==> config.mk <==
export PLATFORM = sky130hd
export DESIGN_NAME = lwram_ctrl
export DESIGN_NICKNAME = d
export VERILOG_FILES = /design/src/rtl/lwram_ctrl.sv
export SDC_FILE = /design/constraint.sdc
export NUM_CORES = 1
export LEC_CHECK = 0
export ABC_AREA = 1
export BUFFER_PORTS_ARGS = -buffer_cell sky130_fd_sc_hd__buf_4
export CAP_MARGIN = 5
export CORE_MARGIN = 3
export CORE_UTILIZATION = 40
export DETAILED_ROUTE_END_ITERATION = 8
export PLACE_DENSITY = 0.63
export SLEW_MARGIN = 5
export SYNTH_ARGS = -nofsm -noshare
export SYNTH_HDL_FRONTEND = slang
export SYNTH_SLANG_ARGS = --single-unit
==> constraint.sdc <==
create_clock -name CLK -period 3 [get_ports CLK]
set_clock_uncertainty 0.2 [all_clocks]
set_input_delay 0.9 -clock CLK [delete_from_list [all_inputs] [get_ports CLK]]
set_output_delay 0.9 -clock CLK [all_outputs]
set_load 0.005 [all_outputs]
==> src/rtl/lwram_ctrl.sv <==
// lwram_ctrl: SH2 low-work-RAM strobes to LWRAM request/ack memory port.
// One-entry posted-write buffer; WAIT_N stretches the SH2 cycle while busy.
// Ports:
//   CLK, RST_N            clock, async active-low reset
//   A, DI, DO             SH2 word address, write data, read data
//   DCE_N, DOE_N, DWE_N   decoder chip enable, read strobe, byte write strobes
//   WAIT_N                low = stretch SH2 cycle (ANDed with decoder wait)
//   MEM_A/D/BE/WE/REQ     memory request side (REQ is a level)
//   MEM_ACK, MEM_Q        one-cycle completion pulse, read data
// Build option: define LWRAM_RDCACHE_EN for a one-entry read cache.
module lwram_ctrl #(
    parameter int AW      = 19,
    parameter int POST_WR = 1
) (
    input  logic          CLK,
    input  logic          RST_N,
    input  logic [AW:1]   A,
    input  logic [15:0]   DI,
    output logic [15:0]   DO,
    input  logic          DCE_N,
    input  logic          DOE_N,
    input  logic [1:0]    DWE_N,
    output logic          WAIT_N,
    output logic [AW:1]   MEM_A,
    output logic [15:0]   MEM_D,
    output logic [1:0]    MEM_BE,
    output logic          MEM_WE,
    output logic          MEM_REQ,
    input  logic          MEM_ACK,
    input  logic [15:0]   MEM_Q
);

    typedef enum logic [1:0] {
        S_IDLE,
        S_WREQ,
        S_RREQ,
        S_RDONE
    } state_t;

    state_t        r_state;
    state_t        w_state_nxt;
    logic          r_old_rd;
    logic          r_old_wr;
    logic          r_rd_p;
    logic [AW:1]   r_rd_a;
    logic          r_wb_v;
    logic [AW:1]   r_wb_a;
    logic [15:0]   r_wb_d;
    logic [1:0]    r_wb_be;
    logic          r_pend_wr;
    logic [AW:1]   r_pd_a;
    logic [15:0]   r_pd_d;
    logic [1:0]    r_pd_be;
    logic          r_mem_req;

    logic          w_rd_start;
    logic          w_wr_start;
    logic          w_rd_go;
    logic          w_rd_req;
    logic          w_ack;
    logic          w_wr_ack;
    logic          w_rd_ack;
    logic          w_wb_free;
    logic          w_hit;
    logic [15:0]   w_c_d;
    logic [1:0]    w_be_in;

    assign w_be_in    = ~DWE_N;
    assign w_rd_start = !DOE_N & r_old_rd & !DCE_N;
    assign w_wr_start = !(&DWE_N) & r_old_wr & !DCE_N;
    // A simultaneous read edge is illegal on SH2; the write wins.
    assign w_rd_go    = w_rd_start & !w_wr_start;
    assign w_rd_req   = w_rd_go & !w_hit;
    // ACK only counts while a request is actually being presented.
    assign w_ack      = MEM_ACK & r_mem_req;
    assign w_wr_ack   = w_ack & (r_state == S_WREQ);
    assign w_rd_ack   = w_ack & (r_state == S_RREQ);
    assign w_wb_free  = !r_wb_v | w_wr_ack;

    assign MEM_REQ = r_mem_req;
    // Without posting, the buffer valid bit doubles as the write-in-flight stall.
    assign WAIT_N  = !(r_rd_p | r_pend_wr | ((POST_WR == 0) & r_wb_v));

`ifdef LWRAM_RDCACHE_EN
    logic          r_c_v;
    logic [AW:1]   r_c_a;
    logic [15:0]   r_c_d;

    // No hit while a buffered write to the same word is still outstanding.
    assign w_hit = w_rd_go & r_c_v & (r_c_a == A) &
                   !(r_wb_v & (r_wb_a == A));
    assign w_c_d = r_c_d;

    always_ff @(posedge CLK or negedge RST_N) begin
        if (!RST_N) begin
            r_c_v <= 1'b0;
            r_c_a <= '0;
            r_c_d <= '0;
        end else if (w_rd_ack) begin
            r_c_v <= 1'b1;
            r_c_a <= r_rd_a;
            r_c_d <= MEM_Q;
        end else if (w_wr_start & r_c_v & (r_c_a == A)) begin
            r_c_d <= {w_be_in[1] ? DI[15:8] : r_c_d[15:8],
                      w_be_in[0] ? DI[7:0]  : r_c_d[7:0]};
        end
    end
`else
    assign w_hit = 1'b0;
    assign w_c_d = 16'h0000;
`endif

    always_ff @(posedge CLK or negedge RST_N) begin
        if (!RST_N) begin
            r_state   <= S_IDLE;
            r_old_rd  <= 1'b1;
            r_old_wr  <= 1'b1;
            r_rd_p    <= 1'b0;
            r_rd_a    <= '0;
            r_mem_req <= 1'b0;
            DO        <= '0;
        end else begin
            r_state  <= w_state_nxt;
            r_old_rd <= DOE_N;
            r_old_wr <= &DWE_N;
            // Second request after an ACK waits one low cycle.
            r_mem_req <= ((w_state_nxt == S_WREQ) |
                          (w_state_nxt == S_RREQ)) & !w_ack;
            if (w_rd_ack) begin
                r_rd_p <= 1'b0;
                DO     <= MEM_Q;
            end else if (w_hit) begin
                DO     <= w_c_d;
            end
            if (w_rd_req) begin
                r_rd_p <= 1'b1;
                r_rd_a <= A;
            end
        end
    end

    always_ff @(posedge CLK or negedge RST_N) begin
        if (!RST_N) begin
            r_wb_v    <= 1'b0;
            r_wb_a    <= '0;
            r_wb_d    <= '0;
            r_wb_be   <= '0;
            r_pend_wr <= 1'b0;
            r_pd_a    <= '0;
            r_pd_d    <= '0;
            r_pd_be   <= '0;
        end else begin
            if (w_wr_ack) begin
                r_wb_v <= 1'b0;
            end
            if (r_pend_wr & w_wb_free) begin
                r_wb_v    <= 1'b1;
                r_wb_a    <= r_pd_a;
                r_wb_d    <= r_pd_d;
                r_wb_be   <= r_pd_be;
                r_pend_wr <= 1'b0;
            end else if (w_wr_start & w_wb_free) begin
                r_wb_v    <= 1'b1;
                r_wb_a    <= A;
                r_wb_d    <= DI;
                r_wb_be   <= w_be_in;
            end else if (w_wr_start) begin
                r_pend_wr <= 1'b1;
                r_pd_a    <= A;
                r_pd_d    <= DI;
                r_pd_be   <= w_be_in;
            end
        end
    end

    always_comb begin
        w_state_nxt = r_state;
        MEM_A       = '0;
        MEM_D       = '0;
        MEM_BE      = '0;
        MEM_WE      = 1'b0;
        unique case (r_state)
            S_IDLE: begin
                // Buffered write first: read-after-write coherency.
                if (r_wb_v) begin
                    w_state_nxt = S_WREQ;
                end else if (r_rd_p | w_rd_req) begin
                    w_state_nxt = S_RREQ;
                end
            end
            S_WREQ: begin
                MEM_A  = r_wb_a;
                MEM_D  = r_wb_d;
                MEM_BE = r_wb_be;
                MEM_WE = 1'b1;
                if (w_ack) begin
                    w_state_nxt = (r_rd_p | w_rd_req) ? S_RREQ : S_IDLE;
                end
            end
            S_RREQ: begin
                MEM_A  = r_rd_a;
                MEM_BE = 2'b11;
                if (w_ack) begin
                    w_state_nxt = S_RDONE;
                end
            end
            S_RDONE: begin
                w_state_nxt = S_IDLE;
            end
            default: begin
                w_state_nxt = S_IDLE;
            end
        endcase
    end

endmodule

# After elaboration in Yosys (flattened, before gate mapping)
# Cells that the tools add are included.
[word_totals]
reg_bits = 117
latch_bits = 0
ramBits = 0
mem_bits_ro = 0
inputBits = 58
out_inout_bits = 56
wordCells = 78
n_memories = 0
[op_classes]
add_sub_neg = 0
n_mul = 0
div_mod_pow = 0
n_lt_le_gt_ge = 0
n_eq_ne = 6
n_shift = 0
mux = 24
bitwise = 18
n_reduce_logical = 15
[op_table]
columns = ["cell", "count"]
rows = [
  ["two-way mux 16 bit", 3],
  ["two-way mux 19 bit", 2],
  ["case mux 19 bit (2 select lines)", 1],
  ["two-way mux 2 bit", 7],
  ["bitwise AND 1 bit", 11],
  ["two-way mux 1 bit", 9],
  ["case mux 2 bit (4 select lines)", 1],
  ["logical NOT 1 bit", 7],
  ["equality test 2 bit, second input constant", 3],
  ["nonzero test 2 bit", 3],
  ["equality test 2 x 1 -> 1 bit, second input constant", 2],
  ["bitwise OR 1 bit", 4],
  ["case mux 2 bit (2 select lines)", 1],
  ["AND reduction 2 bit", 2],
  ["AND reduction 3 bit", 1],
  ["nonzero test 3 bit", 1],
  ["logical NOT 2 bit", 1],
  ["!= test 2 bit, second input constant", 1],
  ["NOT 1 bit", 2],
  ["NOT 2 bit", 1],
]

# Longest topological paths before layout
[logic_depth]
depth_word = 13
mapped_depth = 11

# Least setup slack after synthesis
# OpenSTA, ideal clock, no wires.
[synth_path]
kind = "register to output"
start = "register r_state[1]"
end = "output port MEM_A[11] (netlist name)"
arrival_ps = 1495
required_time_ps = 1900
path_slack_ps = 405
path_stages_with_launch = 7
cell_sequence = "dfrtp_1 -> inv_1 -> ha_1 -> clkbuf_1 -> clkbuf_1 -> nand2_1 -> a21oi_1"
[synth_via]
elab_chain_cells = 2
elab_cells_between_ends = 3
classes_between = "eq/ne (2); mux (1)"
[synth_lines]
columns = ["item", "line_no", "text"]
rows = [
  ["start: declaration", "40", "state_t r_state;"],
  ["start signal: assignment", "123", "r_state <= w_state_nxt;"],
  ["equality test 2 bit or equality test 2 x 1 -> 1 bit (tied branches)", "182", "unique case (r_state)"],
  ["case mux 19 bit (2 select lines) (*)", "182", ""],
  ["end: declaration", "24", "output logic [AW:1] MEM_A,"],
]
# Mark *: on every way between the ends. The rest lies on a longest branch, timed or not.

# Final worst setup path
[layout_path]
start = "register r_state[0]"
end = "output port MEM_BE[0]"
[layout_via]
elab_chain_cells = 2
elab_cells_between_ends = 3
classes_between = "eq/ne (2); mux (1)"
[layout_lines]
columns = ["item", "line_no", "text"]
rows = [
  ["equality test 2 bit or equality test 2 x 1 -> 1 bit (tied branches)", "182", ""],
  ["case mux 2 bit (2 select lines) (*)", "182", ""],
  ["end: declaration", "26", "output logic [1:0] MEM_BE,"],
]
# Marked as above.

==> flow_metrics.py <==
metrics = {
    "run_status": {
        "outcome": "finished, final reports clean",
    },
    "final_layout": {
        "nFillCells": 1199,
        "seqCellArea_um2": 2930,
        "finalInstanceArea_um2": 6850,
        "layout_commonest_cell": "nand2_1",
        "syn_to_final_growth_pct": 32.4,
        "num_antenna_cells": 0,
        "drive_gt1_share_pct": 23.2,
        "layout_common_cells": "nand2_1 (263), buf_4 (128), dfrtp_1 (114)",
        "layout.cells.non_filler": 940,
        "multiInputGateArea_um2": 1920,
        "nets": 822,
    },
    "detailed_routing": {
        "wl_met3_um": 731,
        "wl_met1_um": 5790,
        "via_per_inst": 4.81,
        "routedWlPerCell_um": 14.1,
        "route.top_layer_used": "met4",
        "drc": 0,
        "initialDrtViolationCount": 262,
        "wl_met2_um": 6430,
        "vias": 4521,
        "drtPass1Iterations": 4,
        "ant_nets": 0,
        "drt-total-wl_um": 13200,
    },
    "timing": {
        "setup_ws_ns": 0.112,
        "slew_violations": 0,
        "rsz0062_at_grt": "false",
        "fmax_ghz": 0.346,
        "setup_viol": 0,
        "worstMarginPinSlew_ns": 0.734,
        "min_period_ns": 2.89,
        "finalHoldViolations": 0,
        "fin_setup_tns_ns": 0,
        "period_share_pct": 96.3,
        "slew_headroom_pct": 51.0,
    },
    "placement": {
        "dp_hpwl_um": 8650,
        "gp_congestion": 0.788,
        "port_buffers": 113,
        "placed_cell_area_um2": 6210,
        "place_ws_ns": 0.271,
        "place_inst": 904,
    },
    "floorplan": {
        "initial_core_util_pct": 42.0,
        "die_y_um": 120,
        "num_io_pins": 114,
        "fp.dieArea_um2": 14300,
        "die_x_um": 120,
        "num_rows": 40,
        "coreArea_um2": 12300,
    },
    "min_path": {
        "hp-class": "reg -> reg",
        "worstHoldEndpoint": "r_pd_d[13]$_DFFE_PN0P_",
        "hold_start": "r_pd_d[13]$_DFFE_PN0P_",
        "hold_depth": 2,
    },
    "yosys": {
        "yosys.area.top_type_share_pct": 55.7,
        "synth_area_um2": 5170,
        "yosys_warnings": 0,
        "synthMuxAreaShare_pct": 0,
        "synth-compound-area-share_pct": 13.9,
        "synth_fa_ha_area_share_pct": 0.726,
        "syn_inst": 643,
        "synthXorXnorAreaFrac_pct": 0,
        "synth-simple-area-share_pct": 22.0,
        "seq_area_frac_synth_pct": 56.7,
        "synth_top_family_by_area": "simple AND/OR/NAND/NOR gates",
        "synth_nets": 704,
        "synth_area_leader_cell": "dfrtp_1",
        "yosys.cell_types.count": 18,
        "yosys-top-cells-area": "dfrtp_1 (56%), nand2_1 (19%), o21ai_0 (11%), inv_1 (3.6%), a21oi_1 (2.1%)",
        "ys_ff_latch": 117,
        "syn_area_per_cell_um2": 8.04,
    },
    "power_and_ir_drop": {
        "power_frac_clock_pct": 26.4,
        "switching_share_pct": 34.8,
        "power_switching_mw": 2.46,
        "p_comb_share_pct": 35.9,
        "p_per_area_nw_per_um2": 1030,
        "ir_drop_v": 0.000444,
        "total_power_mw": 7.06,
        "p_leak_nw": 3.64,
        "pwr-share-seq_pct": 37.7,
        "p_int_mw": 4.60,
    },
    "worst_setup_path": {
        "slowest_stage": "dfrtp_2",
        "crit_family": "buffers and inverters",
        "cp_max_fo": 6,
        "rr_worst_depth": 10,
        "worstSetupStartpointType": "flip-flop",
        "cp.required_ns": 1.90,
        "worstSetupPathType": "reg -> out",
        "endpoint_kind": "output port",
        "r2r-end": "r_wb_d[3]$_DFFE_PN0P_",
        "crit_buf_inv": 4,
        "crit_top_cell": "buf_4",
        "crit_chain": "inv_2 > ha_4 > clkinvlp_4 > buf_4 > a21oi_1 > buf_4",
        "cp_slowest_stage_delay_ns": 0.42,
        "worstPathArrival_ns": 1.79,
        "r2r-start": "r_state[1]$_DFF_PN0_",
        "rrSetupSlack_ns": 0.51,
    },
    "clock_network": {
        "htreeDepth": 4,
        "cts.clk_slew.worst_paths_ns": 0.05,
        "clk_latency_ns": 0.40,
        "clock_path_buffers": 2,
        "cts_tree": "yes",
        "cts_made_buffers": 17,
        "cts.sinks": 117,
        "cts_root_buf": "clkbuf_16",
    },
    "grt": {
        "grt_antenna_before_repair": 0,
        "track_usage_pct": 19.5,
        "overflow": 0,
        "grt_max_degree": 46,
        "grt_pass1_wl_um": 22200,
        "first_global_vias": 4506,
    },
    "job": {
        "maxCapViolCount": 0,
    },
}
==> metrics by stage <==
| stage | util, % | hold WS (ns) |
|---|---|---|
| finish | 55.6 | 0.265 |
| global route | 55.6 | 0.294 |
| CTS | 55.5 | 0.266 |
| global placement | 50.5 | 0.248 |
| floorplan | - | 0.237 |
| detailed placement | 50.5 | 0.253 |
==> power by group through the flow <==
stage | clock [mW] | combinational, mW | sequential [mW]
floorplan | 0 | 1.39 | 2.59
global placement | 0 | 2.32 | 2.64
detailed placement | 0 | 2.39 | 2.67
CTS | 1.91 | 2.57 | 2.66
global route | 1.98 | 2.91 | 2.76
finish | 1.86 | 2.53 | 2.66
==> metal layers <==
| metal | track usage, % | up-vias |
|---|---|---|
| li1 | - | 2252 |
| met1 | 24.8 | 2121 |
| met2 | 31.7 | 126 |
| met3 | 4.90 | 22 |
| met4 | 8.09 | 0 |
| met5 | 0 | - |
==> sequential cells by signal, indices dropped and copies added (netlist names), 2 cells and up <==
name / cells
r_pd_a: 19
r_rd_a: 19
r_wb_a: 19
DO: 16
r_pd_d: 16
r_wb_d: 16
r_pd_be: 2
r_state: 2
r_wb_be: 2
==> worst max-delay path by stage <==
stage,from,end,slack [ns],depth (start not counted)
6_report,r_state[0]$_DFF_PN0_,MEM_BE[0],0.11,6
2_1_floorplan,r_state[1]$_DFF_PN0_,MEM_A[11],0.41,6
3_3_place_gp,MEM_ACK,r_wb_d[15]$_DFFE_PN0P_,0.36,8
5_1_grt,r_state[0]$_DFF_PN0_,MEM_A[19],0.01,6
3_5_place_dp,r_state[1]$_DFF_PN0_,r_wb_d[2]$_DFFE_PN0P_,0.27,10
4_1_cts,r_state[0]$_DFF_PN0_,MEM_BE[0],0.004,6
==> area by class of cell <==
type | count | share of cell area [%]
Sequential cell | 117 | 42.8
Multi-Input combinational cell | 439 | 28.0
Timing Repair Buffer | 131 | 14.8
Clock buffer | 27 | 7.93
Tap cell | 168 | 3.07
Inverter | 53 | 2.96
Clock inverter | 3 | 0.219
Timing Repair inverter | 2 | 0.219
==> worst register-to-register path, delay by kind of cell (launching register included) <==
family          cells  cell delay [ns]
simple gates        3             0.54
compound gates      2             0.31
buf+inv             4             0.75
flops               1             0.41
fa+ha+maj           1             0.16
==> cell families after synthesis <==
family	count (synthesis)
AOI/OAI and AO/OA	141
DFF	117
buffers and inverters	87
adders and majority gates	3
and+or+nand+nor	295
==> repair_timing <==
item                       in CTS  in global routing
setup endpoints to repair      33                 29
pin swaps                       0                  2
buffers inserted                2                  2
resized for setup               7                  3
gates cloned                    2                  0
hold buffers                    0                  0
hold endpoints to repair        0                  0
==> Yosys cell counts <==
| master | instances |
|---|---|
| nand4_2 | 1 |
| buf_6 | 2 |
| nor3_2 | 1 |
| clkbuf_1 | 27 |
| dfstp_2 | 2 |
| nand2_1 | 263 |
| nor2_1 | 21 |
| inv_1 | 49 |
| inv_2 | 4 |
| o21ai_0 | 113 |
| nand3_1 | 6 |
| buf_2 | 5 |
| o21ai_4 | 1 |
| o21ai_1 | 5 |
| a21oi_1 | 22 |
| dfrtp_1 | 115 |
| nand2_2 | 3 |
| ha_1 | 3 |
(Power assumes the default switching activity.)
